[config.mk]
export PLATFORM = sky130hd
export DESIGN_NAME = ddr3_port_arbiter
export DESIGN_NICKNAME = d
export VERILOG_FILES = /design/src/rtl/ddr3_arb_pkg.sv /design/src/rtl/ddr3_arb_tag_fifo.sv /design/src/rtl/ddr3_port_arbiter.sv
export SDC_FILE = /design/constraint.sdc
export NUM_CORES = 1
export LEC_CHECK = 0
export CAP_MARGIN = 20
export CORE_AREA = 2 2 565 567
export CTS_BUF_LIST = sky130_fd_sc_hd__clkbuf_16
export DETAILED_ROUTE_END_ITERATION = 6
export DIE_AREA = 0 0 567 569
export PLACE_DENSITY = 0.3
export SETUP_SLACK_MARGIN = 0.05
export SLEW_MARGIN = 15
export SYNTH_ARGS = -nofsm -noshare
export SYNTH_HDL_FRONTEND = slang
export SYNTH_SLANG_ARGS = --single-unit
[constraint.sdc]
create_clock -name clk -period 5.2 [get_ports clk]
set_clock_uncertainty 0.1 [all_clocks]
set_input_delay 1.04 -clock clk [delete_from_list [all_inputs] [get_ports clk]]
set_output_delay 1.04 -clock clk [all_outputs]
set_load 0.05 [all_outputs]
[src/rtl/ddr3_arb_pkg.sv]
// ddr3_arb_pkg: shared FSM states and MIG command encodings for the DDR3 port arbiter
package ddr3_arb_pkg;
  typedef enum logic [1:0] {IDLE, GRANT, WR, RD} state_t;
  localparam logic [2:0] APP_CMD_WRITE = 3'b000;
  localparam logic [2:0] APP_CMD_READ  = 3'b001;
endpackage

[src/rtl/ddr3_arb_tag_fifo.sv]
// ddr3_arb_tag_fifo: 1-bit port tag FIFO routing in-order read returns back to the issuing port
module ddr3_arb_tag_fifo #(
  parameter int DEPTH = 32
) (
  input  logic clk,
  input  logic reset,
  input  logic push,
  input  logic pop,
  input  logic din,
  output logic dout,
  output logic empty,
  output logic full
);
  localparam int AW = $clog2(DEPTH);
  logic mem [DEPTH];
  logic [AW-1:0] wp, rp;
  logic [AW:0] cnt;
  logic push_ok, pop_ok;
  assign pop_ok  = pop & ~empty;
  assign push_ok = push & (~full | pop_ok);
  assign empty   = cnt == '0;
  assign full    = cnt == (AW+1)'(DEPTH);
  assign dout    = mem[rp];
  // tag storage, no reset needed since the count gates every read
  always_ff @(posedge clk)
    if (push_ok) mem[wp] <= din;
  // pointers and occupancy; simultaneous push and pop leave the count unchanged
  always_ff @(posedge clk)
    if (reset) begin
      wp  <= '0;
      rp  <= '0;
      cnt <= '0;
    end else begin
      if (push_ok) wp <= wp + AW'(1);
      if (pop_ok) rp <= rp + AW'(1);
      cnt <= cnt + (AW+1)'(push_ok) - (AW+1)'(pop_ok);
    end
endmodule

[src/rtl/ddr3_port_arbiter.sv]
// ddr3_port_arbiter: round-robin two-port arbiter onto one MIG DDR3 app interface (optional DDR3_ARB_STATS_EN burst counters)
module ddr3_port_arbiter
  import ddr3_arb_pkg::*;
#(
  parameter int ADDR_W      = 30,
  parameter int DATA_W      = 256,
  parameter int LEN_W       = 8,
  parameter int ADDR_STRIDE = 8,
  parameter int TAG_DEPTH   = 32
) (
  input  logic                clk,
  input  logic                reset,
  input  logic                calib_done,
  input  logic [1:0]          req_valid,
  output logic [1:0]          req_ready,
  input  logic [1:0]          req_write,
  input  logic [2*ADDR_W-1:0] req_addr,
  input  logic [2*LEN_W-1:0]  req_len,
  input  logic [2*DATA_W-1:0] wr_data,
  input  logic [1:0]          wr_valid,
  output logic [1:0]          wr_ready,
  output logic [DATA_W-1:0]   rd_data,
  output logic [1:0]          rd_valid,
  output logic                busy,
  output logic                err_orphan,
  input  logic                app_rdy,
  input  logic                app_wdf_rdy,
  input  logic [DATA_W-1:0]   app_rd_data,
  input  logic                app_rd_data_valid,
  output logic                app_en,
  output logic [2:0]          app_cmd,
  output logic [ADDR_W-1:0]   app_addr,
  output logic                app_wdf_wren,
  output logic                app_wdf_end,
  output logic [DATA_W-1:0]   app_wdf_data,
  output logic [DATA_W/8-1:0] app_wdf_mask
`ifdef DDR3_ARB_STATS_EN
  ,
  output logic [31:0]         stat_wr_bursts,
  output logic [31:0]         stat_rd_bursts
`endif
);
  state_t state, nxt;
  logic g, last_grant, win, fire_wr, fire_rd, fire, pop;
  logic tag_dout, tag_empty, tag_full;
  logic [ADDR_W-1:0] addr;
  logic [LEN_W-1:0] rem;
  assign win          = (req_valid == 2'b11) ? ~last_grant : req_valid[1];
  assign fire_wr      = ~reset & (state == WR) & app_rdy & app_wdf_rdy & wr_valid[g];
  assign fire_rd      = ~reset & (state == RD) & app_rdy & ~tag_full;
  assign fire         = fire_wr | fire_rd;
  assign pop          = app_rd_data_valid & ~tag_empty;
  assign app_en       = fire;
  assign app_cmd      = (state == RD) ? APP_CMD_READ : APP_CMD_WRITE;
  assign app_addr     = addr;
  assign app_wdf_wren = fire_wr;
  assign app_wdf_end  = fire_wr;
  assign app_wdf_data = fire_wr ? (g ? wr_data[2*DATA_W-1:DATA_W] : wr_data[DATA_W-1:0]) : '0;
  assign app_wdf_mask = '0;
  assign wr_ready     = fire_wr ? (g ? 2'b10 : 2'b01) : 2'b00;
  assign req_ready    = (state == GRANT) ? (g ? 2'b10 : 2'b01) : 2'b00;
  assign rd_valid     = pop ? (tag_dout ? 2'b10 : 2'b01) : 2'b00;
  assign rd_data      = app_rd_data;
  assign busy         = (state != IDLE) | ~tag_empty;
  ddr3_arb_tag_fifo #(.DEPTH(TAG_DEPTH)) u_tags (
    .clk(clk), .reset(reset), .push(fire_rd), .pop(pop), .din(g),
    .dout(tag_dout), .empty(tag_empty), .full(tag_full)
  );
  // state register
  always_ff @(posedge clk)
    state <= reset ? IDLE : nxt;
  // next state: grant only when calibrated, hold the grant until the last burst fires
  always_comb begin
    nxt = state;
    case (state)
      IDLE:    nxt = (calib_done && |req_valid) ? GRANT : IDLE;
      GRANT:   nxt = req_write[g] ? WR : RD;
      default: nxt = (fire && rem == '0) ? IDLE : state;
    endcase
  end
  // grant, address walk, burst countdown and sticky orphan flag
  always_ff @(posedge clk)
    if (reset) begin
      g          <= 1'b0;
      last_grant <= 1'b1;
      addr       <= '0;
      rem        <= '0;
      err_orphan <= 1'b0;
    end else begin
      if (state == IDLE) g <= win;
      if (state == GRANT) begin
        last_grant <= g;
        addr       <= g ? req_addr[2*ADDR_W-1:ADDR_W] : req_addr[ADDR_W-1:0];
        rem        <= g ? req_len[2*LEN_W-1:LEN_W] : req_len[LEN_W-1:0];
      end else if (fire) begin
        addr <= addr + ADDR_W'(ADDR_STRIDE);
        rem  <= rem - LEN_W'(1);
      end
      err_orphan <= err_orphan | (app_rd_data_valid & tag_empty);
    end
`ifdef DDR3_ARB_STATS_EN
  // saturating fired-burst counters
  always_ff @(posedge clk)
    if (reset) begin
      stat_wr_bursts <= '0;
      stat_rd_bursts <= '0;
    end else begin
      if (fire_wr && ~&stat_wr_bursts) stat_wr_bursts <= stat_wr_bursts + 32'd1;
      if (fire_rd && ~&stat_rd_bursts) stat_rd_bursts <= stat_rd_bursts + 32'd1;
    end
`endif
endmodule
==> metrics.txt <==
Syn. warnings=0; end-of-flow core utilization=8.40%; DR vias=13400; clock slew at reported path FFs=80 ps; EDFF count, synth=32; unique cell type count in the Yosys netlist=63; crit path DAT=3700 ps; total gr overflow=0; P per Cell Area=143 nW/µm²; Post-DP HPWL=183000 µm; Crit Path Class=in -> out; worst-margin pin slew=1200 ps; nets=2954; Clk Latency, worst-skew pair=390 ps; DR WL/cell=31.1 µm; I/O Pins=1444; Setup crit end kind=output port; synthesized area=11100 µm²; R2R setup slack=1750 ps; Final Slew Violations=0; asr flop ratio synth=0%; initial DRC count=547; # Post-CTS Setup Buffers=0; number of clock sinks=96; post-synth top area share=26.1%; final setup fails=0; number of global-route vias before repair=13900; Reg-to-Reg End=u_tags.cnt[4]$_SDFF_PP0_; Syn Inst Count=1426; number of port buffers=897; leading cell types by count after synthesis=346 x nor2_1, 291 x buf_4, 290 x mux2i_1; Worst R2R Start=u_tags.cnt[3]$_SDFF_PP0_; cells along the critical path=clkdlybuf4s50_1 > and3b_1 > nand3_4 > buf_12 > nor2_1 > buf_12; M2 GR Usage=19.1%; status=complete, no violations; post-place setup slack=392 ps; peak supply drop=0.124 mV; Layout fillers=36900; Reg2Reg Depth=15; Max-Cap Viols=0; Area Growth Syn to Fin=139%; final cell count without fillers=6291; largest net degree at the start of global routing=126; Starting Density=3.52%; post-cts sizing count=0; Post-Route WL=196000 µm; top_reg_cell synth=dfxtp_1; CORE AREA=317000 µm²; initial antenna violation count=99; gr usage total=11.7%; most frequent cell after synthesis=nor2_1; CTS tree=done; fraction of layout cells with a size suffix above 1=19.6%; die width=567 µm; Period minus WS final=4840 ps; Mean Syn Cell Area=7.81 µm²; synth top area cells=mux2i_1 26%, buf_4 20%, nor2_1 12%, dfxtp_1 12%, edfxtp_1 8.6%; M3 GR Usage=7.91%; First-pass DRT Iterations=5; Vias/cell=2.13; Hold-fix buffers, CTS=0; gpl congestion=0.902; synthesized flop and latch total=96; met1 usage=12.5%; total CTS buffers=9; worst min path class=reg -> reg; final-report hold violation count=0; DP Cell Count=6250; CP endpoint=app_wdf_data[100]; Worst path max stage delay=750 ps; area of the die=323000 µm²; drt drc=0; Slowest cell on crit path=clkdlybuf4s50_1; startpoint types=input port; root buffer cell=clkbuf_16; sequential area share after synthesis=20.1%; Critical Path Start=app_rdy; RSZ-0062 raised after global routing=false; Bufs on Longest Clock Path=2; ANT nets after route=0; crit-path most repeated cell=buf_12; cell accounting for the most synthesized area=mux2i_1; fin crit share=93.0%; Leak=8.02 nW; Max Clock Freq=207 MHz; chip height=569 µm; Setup WS post-layout=364 ps; GRT busiest layer=met2; htree depth=3; Max-slew headroom=18.0%; first-pass GRT wire length=228000 µm; CP Data Required Time=4060 ps; site row count=207; setup TNS=0 ps; CP max FO=125
==> stage by stage <==
step	total power [W]	hold slack [ps]	instance area, µm²
detailed placement	0.00317	352	26200
global placement	0.00319	354	26200
floorplan	0.00233	336	11300
finish	0.00381	379	26600
CTS	0.00393	381	26600
global route	0.00405	404	26600
==> cells in the final DEF, fill, tap and decap left out, drive strengths merged, types with 6 or more instances in the layout <==
cell           instances
xnor2                  7
xor2                   8
nand4                 17
a31oi                  9
mux2                   6
nor2b                  9
inv                   22
conb                  34
nor4                   6
a21oi                 29
edfxtp                32
buf                  358
clkdlybuf4s50        635
mux4                   8
nand2                 37
or3                    6
dfxtp                 64
clkbuf                 9
nor3                  14
o21ai                 23
diode                 25
ha                    16
nor2                 346
o211ai                 8
nand3                 16
mux2i                290
a211oi                11
==> sequential cells by signal, summed over array words and instances (netlist names), named ones only <==
register	cells
app_addr	30
err_orphan	1
g	1
last_grant	1
rem	8
state	2
u_tags.cnt	6
u_tags.mem	32
u_tags.rp	5
u_tags.wp	5
==> cell families (layout without fill, tap and decap cells) <==
group,count (synthesis),in the layout,synth area share (%)
buf+inv,402,1029,23.4
mux,304,304,28.3
simple gates,481,481,18.5
compound gates,110,110,6.47
other cells,1,59,0.0337
xor+xnor,15,15,1.18
flops,96,96,20.1
fa+ha+maj,17,17,1.98
==> per-layer routing <==
layer	vias up	share of wire [%]
met5	-	0.061
met4	18	2.4
met3	306	15
met2	977	46
met1	6213	36
li1	5893	-
==> critical path: cells and delay by family <==
family        cells  cell delay (ps)
buf+inv           3             1210
simple gates      3             1010
==> final cells by class <==
class / instances / area (µm²) / share of cell area [%]
Timing Repair Buffer: 993 / 12200 / 46.0
Multi-Input combinational cell: 961 / 6460 / 24.3
Tap cell: 4180 / 5230 / 19.7
Sequential cell: 96 / 2250 / 8.44
Clock buffer: 9 / 225 / 0.846
Clock inverter: 7 / 86.3 / 0.324
Inverter: 20 / 75.1 / 0.282
Antenna cell: 25 / 62.6 / 0.235
==> power breakdown <==
group | internal (W) | switching [W]
registers | 0.000845 | 0.0000994
clock network | 0.000345 | 0.000387
logic | 0.000903 | 0.00123
==> worst min path at each step <==
| stage | startpoint | endpoint | slack [ps] | cells after the start |
|---|---|---|---|---|
| floorplan | last_grant$_SDFFE_PP1P_ | last_grant$_SDFFE_PP1P_ | 340 | 1 |
| global placement | last_grant$_SDFFE_PP1P_ | last_grant$_SDFFE_PP1P_ | 350 | 1 |
| detailed placement | last_grant$_SDFFE_PP1P_ | last_grant$_SDFFE_PP1P_ | 350 | 1 |
| CTS | last_grant$_SDFFE_PP1P_ | last_grant$_SDFFE_PP1P_ | 380 | 1 |
| global route | rem[1]$_SDFFE_PP0P_ | rem[1]$_SDFFE_PP0P_ | 400 | 2 |
| finish | rem[1]$_SDFFE_PP0P_ | rem[1]$_SDFFE_PP0P_ | 380 | 2 |
No activity file was read; power rests on OpenSTA's default activity.
